$ cat config.mk
export PLATFORM = sky130hd
export DESIGN_NAME = mc_control_fsm
export DESIGN_NICKNAME = d
export VERILOG_FILES = /design/src/rtl/mc_pkg.sv /design/src/rtl/imm_src_decoder.sv /design/src/rtl/mc_control_fsm.sv
export SDC_FILE = /design/constraint.sdc
export NUM_CORES = 1
export LEC_CHECK = 0
export ABC_AREA = 1
export BUFFER_PORTS_ARGS = -buffer_cell sky130_fd_sc_hd__buf_2
export CAP_MARGIN = 25
export CORE_ASPECT_RATIO = 0.6
export CORE_UTILIZATION = 56
export CTS_BUF_LIST = sky130_fd_sc_hd__clkbuf_4 sky130_fd_sc_hd__clkbuf_8 sky130_fd_sc_hd__clkbuf_16
export DETAILED_ROUTE_END_ITERATION = 10
export MAX_ROUTING_LAYER = met4
export PLACE_DENSITY = 0.85
export SYNTH_ARGS = -nofsm -noshare
export SYNTH_HDL_FRONTEND = slang
export SYNTH_HIERARCHICAL = 1
export SYNTH_SLANG_ARGS = --single-unit
$ cat constraint.sdc
create_clock -name clk -period 4.7 [get_ports clk]
set_clock_uncertainty 0.15 [all_clocks]
set_input_delay 0.94 -clock clk [delete_from_list [all_inputs] [get_ports clk]]
set_output_delay 0.94 -clock clk [all_outputs]
set_load 0.005 [all_outputs]
$ cat src/rtl/mc_pkg.sv
// Shared encodings for the multicycle control sequencer: states, opcodes and
// datapath select values.
package mc_pkg;

  typedef logic [3:0] state_t;

  localparam state_t StFetch    = 4'd0;
  localparam state_t StDecode   = 4'd1;
  localparam state_t StMemAdr   = 4'd2;
  localparam state_t StMemRead  = 4'd3;
  localparam state_t StMemWb    = 4'd4;
  localparam state_t StMemWrite = 4'd5;
  localparam state_t StExecR    = 4'd6;
  localparam state_t StExecI    = 4'd7;
  localparam state_t StAluWb    = 4'd8;
  localparam state_t StJal      = 4'd9;
  localparam state_t StBeq      = 4'd10;

  localparam logic [6:0] OpLw    = 7'b0000011;
  localparam logic [6:0] OpSw    = 7'b0100011;
  localparam logic [6:0] OpRType = 7'b0110011;
  localparam logic [6:0] OpIType = 7'b0010011;
  localparam logic [6:0] OpJal   = 7'b1101111;
  localparam logic [6:0] OpBeq   = 7'b1100011;

  localparam logic [1:0] AluOpAdd   = 2'b00;
  localparam logic [1:0] AluOpSub   = 2'b01;
  localparam logic [1:0] AluOpFunct = 2'b10;

  localparam logic [1:0] ResAluOut    = 2'b00;
  localparam logic [1:0] ResData      = 2'b01;
  localparam logic [1:0] ResAluResult = 2'b10;

  localparam logic [1:0] SrcAPc    = 2'b00;
  localparam logic [1:0] SrcAOldPc = 2'b01;
  localparam logic [1:0] SrcARd1   = 2'b10;

  localparam logic [1:0] SrcBRd2  = 2'b00;
  localparam logic [1:0] SrcBImm  = 2'b01;
  localparam logic [1:0] SrcBFour = 2'b10;

  localparam logic [1:0] ImmI = 2'b00;
  localparam logic [1:0] ImmS = 2'b01;
  localparam logic [1:0] ImmB = 2'b10;
  localparam logic [1:0] ImmJ = 2'b11;

  function automatic logic op_supported(input logic [6:0] op);
    return (op == OpLw) || (op == OpSw) || (op == OpRType) || (op == OpIType) ||
           (op == OpJal) || (op == OpBeq);
  endfunction

endpackage

$ cat src/rtl/imm_src_decoder.sv
// Opcode to immediate-format select; R-type and unknown opcodes fall back to
// the I format.
module imm_src_decoder
  import mc_pkg::*;
(
  input  logic [6:0] op_i,
  output logic [1:0] imm_src_o
);

  always_comb begin
    imm_src_o = ImmI;
    case (op_i)
      OpSw:    imm_src_o = ImmS;
      OpBeq:   imm_src_o = ImmB;
      OpJal:   imm_src_o = ImmJ;
      default: imm_src_o = ImmI;
    endcase
  end

endmodule

$ cat src/rtl/mc_control_fsm.sv
// Multicycle RV32I control sequencer: walks each instruction through its
// datapath steps, stalling on the memory ready handshake.
module mc_control_fsm
  import mc_pkg::*;
#(
  parameter int unsigned RETIRE_W = 32
) (
  input  logic                clk,
  input  logic                rst,
  input  logic [6:0]          op,
  input  logic                zero,
  input  logic                mem_ready,
  output logic                pc_write,
  output logic                adr_src,
  output logic                mem_write,
  output logic                ir_write,
  output logic [1:0]          result_src,
  output logic [1:0]          alu_src_a,
  output logic [1:0]          alu_src_b,
  output logic [1:0]          imm_src,
  output logic                reg_write,
  output logic [1:0]          alu_op,
  output logic                illegal_op,
  output logic [RETIRE_W-1:0] retired,
  output logic [3:0]          state_o
);

  state_t              state_q, state_d;
  logic [RETIRE_W-1:0] retired_q, retired_d;
  logic                pc_update, branch, retire;

  imm_src_decoder u_imm_src_decoder (
    .op_i      (op),
    .imm_src_o (imm_src)
  );

  always_comb begin
    state_d    = StFetch;
    pc_update  = 1'b0;
    branch     = 1'b0;
    adr_src    = 1'b0;
    mem_write  = 1'b0;
    ir_write   = 1'b0;
    result_src = ResAluOut;
    alu_src_a  = SrcAPc;
    alu_src_b  = SrcBRd2;
    reg_write  = 1'b0;
    alu_op     = AluOpAdd;
    illegal_op = 1'b0;
    retire     = 1'b0;
    case (state_q)
      StFetch: begin
        alu_src_b  = SrcBFour;
        result_src = ResAluResult;
        ir_write   = mem_ready;
        pc_update  = mem_ready;
        state_d    = mem_ready ? StDecode : StFetch;
      end
      StDecode: begin
        alu_src_a = SrcAOldPc;
        alu_src_b = SrcBImm;
        case (op)
          OpLw, OpSw: state_d = StMemAdr;
          OpRType:    state_d = StExecR;
          OpIType:    state_d = StExecI;
          OpJal:      state_d = StJal;
          OpBeq:      state_d = StBeq;
          default: begin
            state_d    = StFetch;
            illegal_op = 1'b1;
          end
        endcase
      end
      StMemAdr: begin
        alu_src_a = SrcARd1;
        alu_src_b = SrcBImm;
        state_d   = (op == OpLw) ? StMemRead : StMemWrite;
      end
      StMemRead: begin
        adr_src = 1'b1;
        state_d = mem_ready ? StMemWb : StMemRead;
      end
      StMemWb: begin
        result_src = ResData;
        reg_write  = 1'b1;
        retire     = 1'b1;
      end
      StMemWrite: begin
        // Strobe stays up across wait cycles; the store completes on mem_ready.
        adr_src   = 1'b1;
        mem_write = 1'b1;
        retire    = mem_ready;
        state_d   = mem_ready ? StFetch : StMemWrite;
      end
      StExecR: begin
        alu_src_a = SrcARd1;
        alu_op    = AluOpFunct;
        state_d   = StAluWb;
      end
      StExecI: begin
        alu_src_a = SrcARd1;
        alu_src_b = SrcBImm;
        alu_op    = AluOpFunct;
        state_d   = StAluWb;
      end
      StAluWb: begin
        reg_write = 1'b1;
        retire    = 1'b1;
      end
      StJal: begin
        alu_src_a = SrcAOldPc;
        alu_src_b = SrcBFour;
        pc_update = 1'b1;
        state_d   = StAluWb;
      end
      StBeq: begin
        alu_src_a = SrcARd1;
        alu_op    = AluOpSub;
        branch    = 1'b1;
        retire    = 1'b1;
      end
      default: state_d = StFetch;
    endcase
  end

  assign pc_write  = pc_update | (branch & zero);
  assign retired_d = retired_q + {{(RETIRE_W-1){1'b0}}, retire};
  assign retired   = retired_q;
  assign state_o   = state_q;

  always_ff @(posedge clk or posedge rst) begin
    if (rst) begin
      state_q   <= StFetch;
      retired_q <= '0;
    end else begin
      state_q   <= state_d;
      retired_q <= retired_d;
    end
  end

endmodule

* Word-level counts from Yosys, hierarchy flattened
Cells that the tools add are included.
W data, S select, Z words.
** Word-level totals
- Input bits :: 11
- Register bits after elaboration :: 36
- Logic and storage cells :: 53
- Output and inout port bits :: 52
** Operators by class
- Reduce and logical (&&, ||, !) cells :: 12
- Bitwise operators :: 2
- Add/sub/neg operators :: 1
- Eq/ne operators :: 16
- Muxes and demuxes :: 20
** Operator list (count)
- $add A32 B1 Y32 :: 1
- $pmux W4 S6 :: 1
- $pmux W4 S5 :: 1
- $eq A4 B3 Y1 const B :: 4
- $pmux W2 S2 :: 4
- $eq A7 B6 Y1 const B :: 2
- $eq A7 B7 Y1 const B :: 2
- $eq A4 B4 Y1 const B :: 3
- $reduce_or A2 Y1 :: 6
- $mux W3 :: 3
- $reduce_or A3 Y1 :: 3
- $eq A4 B2 Y1 const B :: 2
- $mux W1 :: 8
- $eq A7 B2 Y1 const B :: 1
- $eq A7 B5 Y1 const B :: 1
- $pmux W2 S3 :: 1
- $reduce_or A6 Y1 :: 1
- $eq A4 B1 Y1 const B :: 1
- $logic_not A4 Y1 :: 1
- $pmux W1 S2 :: 2
- $reduce_or A4 Y1 :: 1
- $and A1 B1 Y1 :: 1
- $or A1 B1 Y1 :: 1

* Longest topological paths before layout
- Word-level depth :: 4
- Gate-level depth with buffers :: 14
- Gate-level depth less buffers :: 14

* By module
The synthesis kept the hierarchy.
** Modules (own cells, without submodules)
- mc_control_fsm :: sequential area each 900.9 um^2, instances 1, cells an instance 327, area each 2214.6 um^2
- imm_src_decoder :: sequential area each 0.0 um^2, instances 1, cells an instance 17, area each 68.8 um^2

* Least setup slack after synthesis
No wires, ideal clock.
- Kind :: input port to output port
- Start point :: input port op[3]
- End point :: output port illegal_op
- Buffers on the path :: 0
- Required time :: 3.610 ns
- Cell stages on the path :: 6
- Data arrival time :: 1.397 ns
- Path slack :: 2.213 ns
- Path through :: nor2_1 nand3_1 a21oi_1 inv_1 nand2_1 nor2_1
** Between the ends
- Cells in the longest elaborated chain, start to end :: 4
- Elaborated cells between the ends (all ways) :: 9
- Those cells by class :: eq/ne (6); mux (2); reduce/logical (1)
** Ends and longest elaborated chain
- start: declaration :: line mc_control_fsm.sv:10 : input logic [6:0] op,
- $eq A7 B2 Y1, or another cell as far along :: line mc_control_fsm.sv:62 : case (op)
- $reduce_or A6 Y1 (no source line) *
- $mux W1 * :: line mc_control_fsm.sv:62
- $mux W1 * :: line mc_control_fsm.sv:51 : case (state_q)
- end: declaration :: line mc_control_fsm.sv:23 : output logic illegal_op,
Mark *: on every way between the ends. The rest lies on a longest branch, timed or not.

* Worst setup path in the final report
Ends and elaborated chain as after synthesis.

==> run summary <==
* run status: complete, but fails checks
* violated checks: DRC
* first-pass GRT wire length: 9520 um
* PwrDens: 242 mW/mm^2
* vias after detailed routing: 2328
* portion of total power attributed to the clock network: 36.0%
* slowest stage delay, CP: 0.17 ns
* CTS tree: yes
* antenna violation net count after detailed routing: 0
* Mapped Cells: 344
* total buffers and inverters traversed by the critical path: 3
* Yosys top cell area share: 39.5%
* CP Max Fanout: 5
* number of distinct library cell variants in the gate-level netlist after synthesis: 18
* net count after synthesis: 358
* unrepaired setup endpoints after global routing: false
* internal power summed over all cells: 0.490 mW
* count of final setup violators: 0
* Diodes inserted: 0
* Sink Count: 36
* capturing element type of the critical path: output port
* top achievable clock speed: 357 MHz
* Slew @ Worst Pin: 0.440 ns
* Post-synth EDFFs: 0
* final estimated routing congestion in global placement: 0.915
* Layout area overhead: 20.8%
* die width: 84.4 um
* Mapped Area: 0.00228 mm^2
* Hold/Removal Path Class: reg2reg
* tightest slew margin relative to the limit: 70.6%
* most used standard cell by instance count after synthesis: sky130_fd_sc_hd__nand2_1
* CTS hold repair buffers: 0
* critical path launch point type: input port
* switching share of power: 26.5%
* pins over their slew limit: 0
* critical path class: in2out
* net switching power of the design: 0.177 mW
* Initial Utilization: 60.3%
* maximum number of pins on one net before global-route repair: 37
* area inside the core boundary: 0.00379 mm^2
* half-perimeter wire length after placement: 4540 um
* post-CTS clock slew at the launch and capture registers of the worst setup and hold paths: 0.07 ns
* most used flip-flop cell after synthesis: sky130_fd_sc_hd__dfrtp_1
* ranking of synthesized cells by instance count: sky130_fd_sc_hd__nand2_1, sky130_fd_sc_hd__nor2_1, sky130_fd_sc_hd__inv_1, sky130_fd_sc_hd__dfrtp_1, sky130_fd_sc_hd__nand3_1
* Async SR Flop Fraction: 100%
* number of gates given a new drive strength after cts: 0
* design area: 0.00276 mm^2
* Final Hold Fails: 0
* post-route clock period utilization: 59.7%
* fraction of final layout cells sized beyond drive strength 1: 21.7%
* wire length reported by the detailed router: 5720 um
* Total Nets Final: 428
* standard cell area after detailed placement: 0.00266 mm^2
* number of violations reported at the end of detailed-routing iteration 0: 150
* top cell family by delay on the critical path: simple AND/OR/NAND/NOR gates
* height of the die: 51.5 um
* total clock buffers created by CTS: 5
* Setup TNS: 0 ns
* wire length per cell after detailed routing: 12.4 um
* number of I/O port buffers: 62
* clk root buf: sky130_fd_sc_hd__clkbuf_8
* Peak VDD IR: 0.000179 V
* number of warnings issued by yosys: 6
* number of buffers between clock root and the deepest sink: 2
* data arrival at the endpoint of the critical path: 1.71 ns
* post-CTS setup-driven buffer insertion count: 0
* number of primary I/O pins: 63
* mean area per synthesized cell: 6.64 um^2
* worst hold-check slack: 0.362 ns
* worst path cell trace: buf_2, nor2_1, nand3_1, a21oi_1, inv_1, nand2_1, nor2_1, buf_2
* sequential area share after synthesis: 39.5%
* Vias/cell: 5.04
* via count of the first global-routing pass: 1995
* Lkg Pwr: 1.48 nW
* number of antenna violations at the first check in global routing: 0
* Max Cap Viol: 0
* Overflow after GRT: 0
* cells taking the most area after synthesis: sky130_fd_sc_hd__dfrtp_1, sky130_fd_sc_hd__nand2_1, sky130_fd_sc_hd__nor2_1
* number of rows in the core area: 17
* Worst-Skew Late Latency: 0.29 ns
* DRC errors left: 2
* Sequential Power Share: 52.2%
* area of the die: 0.00435 mm^2
* Comb pwr share: 11.8%
* dominant cell type by area after synthesis: sky130_fd_sc_hd__dfrtp_1
* highest-delay cell along the critical path: sky130_fd_sc_hd__a21oi_1
* global-route usage over all layers: 29.9%
* number of detailed-route iterations in the first pass: 7
* min cycle time layout: 2.80 ns
* number of flip-flops and latches in the synthesized netlist: 36
* Crit path required time: 3.61 ns
* H-tree levels: 2
[layout by cell type, fill, tap and decap left out, types with 2 or more instances in the layout]
master	synthesis	layout
sky130_fd_sc_hd__inv_1	39	39
sky130_fd_sc_hd__nand3_1	23	23
sky130_fd_sc_hd__nor2_2	10	10
sky130_fd_sc_hd__ha_1	3	3
sky130_fd_sc_hd__clkbuf_4	0	2
sky130_fd_sc_hd__xor2_1	11	11
sky130_fd_sc_hd__dfrtp_1	36	36
sky130_fd_sc_hd__buf_2	0	62
sky130_fd_sc_hd__nand2_2	6	6
sky130_fd_sc_hd__nand2_1	134	134
sky130_fd_sc_hd__nand4_1	3	3
sky130_fd_sc_hd__o22ai_1	2	2
sky130_fd_sc_hd__nor3_1	3	3
sky130_fd_sc_hd__xnor2_1	4	4
sky130_fd_sc_hd__nor2_1	61	61
sky130_fd_sc_hd__nand3b_1	3	3
sky130_fd_sc_hd__clkbuf_8	0	6
sky130_fd_sc_hd__nor2_4	3	3
[area by class of cell]
cell class | count | area [um^2]
repair buffers | 63 | 318
flip-flops and latches | 36 | 901
multi-input cells | 269 | 1240
clock buffers | 8 | 97.6
well taps | 47 | 58.8
inverters | 39 | 146
fillers | 322 | 1030
[worst reg2reg max path, stage by stage (launching register included)]
cell and delay, ns:
sky130_fd_sc_hd__dfrtp_1 0.52, sky130_fd_sc_hd__nand2_1 0.21, sky130_fd_sc_hd__nor2_1 0.24, sky130_fd_sc_hd__nand2_1 0.07, sky130_fd_sc_hd__nand4_1 0.11, sky130_fd_sc_hd__ha_1 0.16
sky130_fd_sc_hd__ha_1 0.22, sky130_fd_sc_hd__inv_1 0.11, sky130_fd_sc_hd__nor2_4 0.16, sky130_fd_sc_hd__nand2_1 0.08, sky130_fd_sc_hd__nor2_2 0.16, sky130_fd_sc_hd__nand2_1 0.07
sky130_fd_sc_hd__nand2_1 0.05, sky130_fd_sc_hd__nand2_1 0.04
[worst paths after layout]
check	from	end	slack, ns	cells after the start
max	op[3]	illegal_op	1.90	8
min	retired[31]$_DFF_PP0_	retired[31]$_DFF_PP0_	0.36	2
min in group asynchronous	rst	retired[11]$_DFF_PP0_	0.59	3
max reg2reg	state_o[2]$_DFF_PP0_	retired[30]$_DFF_PP0_	2.24	13
min reg2reg	retired[31]$_DFF_PP0_	retired[31]$_DFF_PP0_	0.36	2
max in group asynchronous	rst	retired[18]$_DFF_PP0_	3.50	3
[power by group through the flow]
| stage | combinational (mW) | clock (mW) | sequential, mW |
|---|---|---|---|
| 2_1_floorplan | 0.0396 | 0 | 0.351 |
| 5_1_grt | 0.0912 | 0.253 | 0.350 |
| 3_5_place_dp | 0.0795 | 0 | 0.353 |
| 3_3_place_gp | 0.0778 | 0 | 0.353 |
| 6_report | 0.0788 | 0.240 | 0.348 |
| 4_1_cts | 0.0797 | 0.238 | 0.347 |
[registers in the layout, summed over array words and instances, names as in the netlist]
name	flops
retired	32
state_o	4
[cells by family after synthesis]
kind of cell    after synthesis  synth area share, %
buf+inv                      39                 6.41
simple gates                246                 45.4
fa+ha+maj                     3                 1.64
compound gates                5                 1.31
flops                        36                 39.5
xor+xnor                     15                 5.75
[routing by layer]
| metal | part of all wire [%] | track usage [%] | up-vias |
|---|---|---|---|
| met2 | 40 | 42.6 | 72 |
| met4 | 0.87 | 5.93 | 0 |
| met5 | 0 | - | - |
| met1 | 53 | 44.7 | 1061 |
| met3 | 6.3 | 5.33 | 9 |
| li1 | - | - | 1186 |
[through the flow]
step                power [mW]  setup WS, ns  instances  utilization (%)
floorplan                0.391          2.21        344                -
global placement         0.431          1.92        454             70.3
detailed placement       0.432          1.91        454             70.3
CTS                      0.665          1.91        462             72.8
global route             0.695          1.79        462             72.8
finish                   0.666          1.90        462             72.8
(Power assumes the default switching activity.)
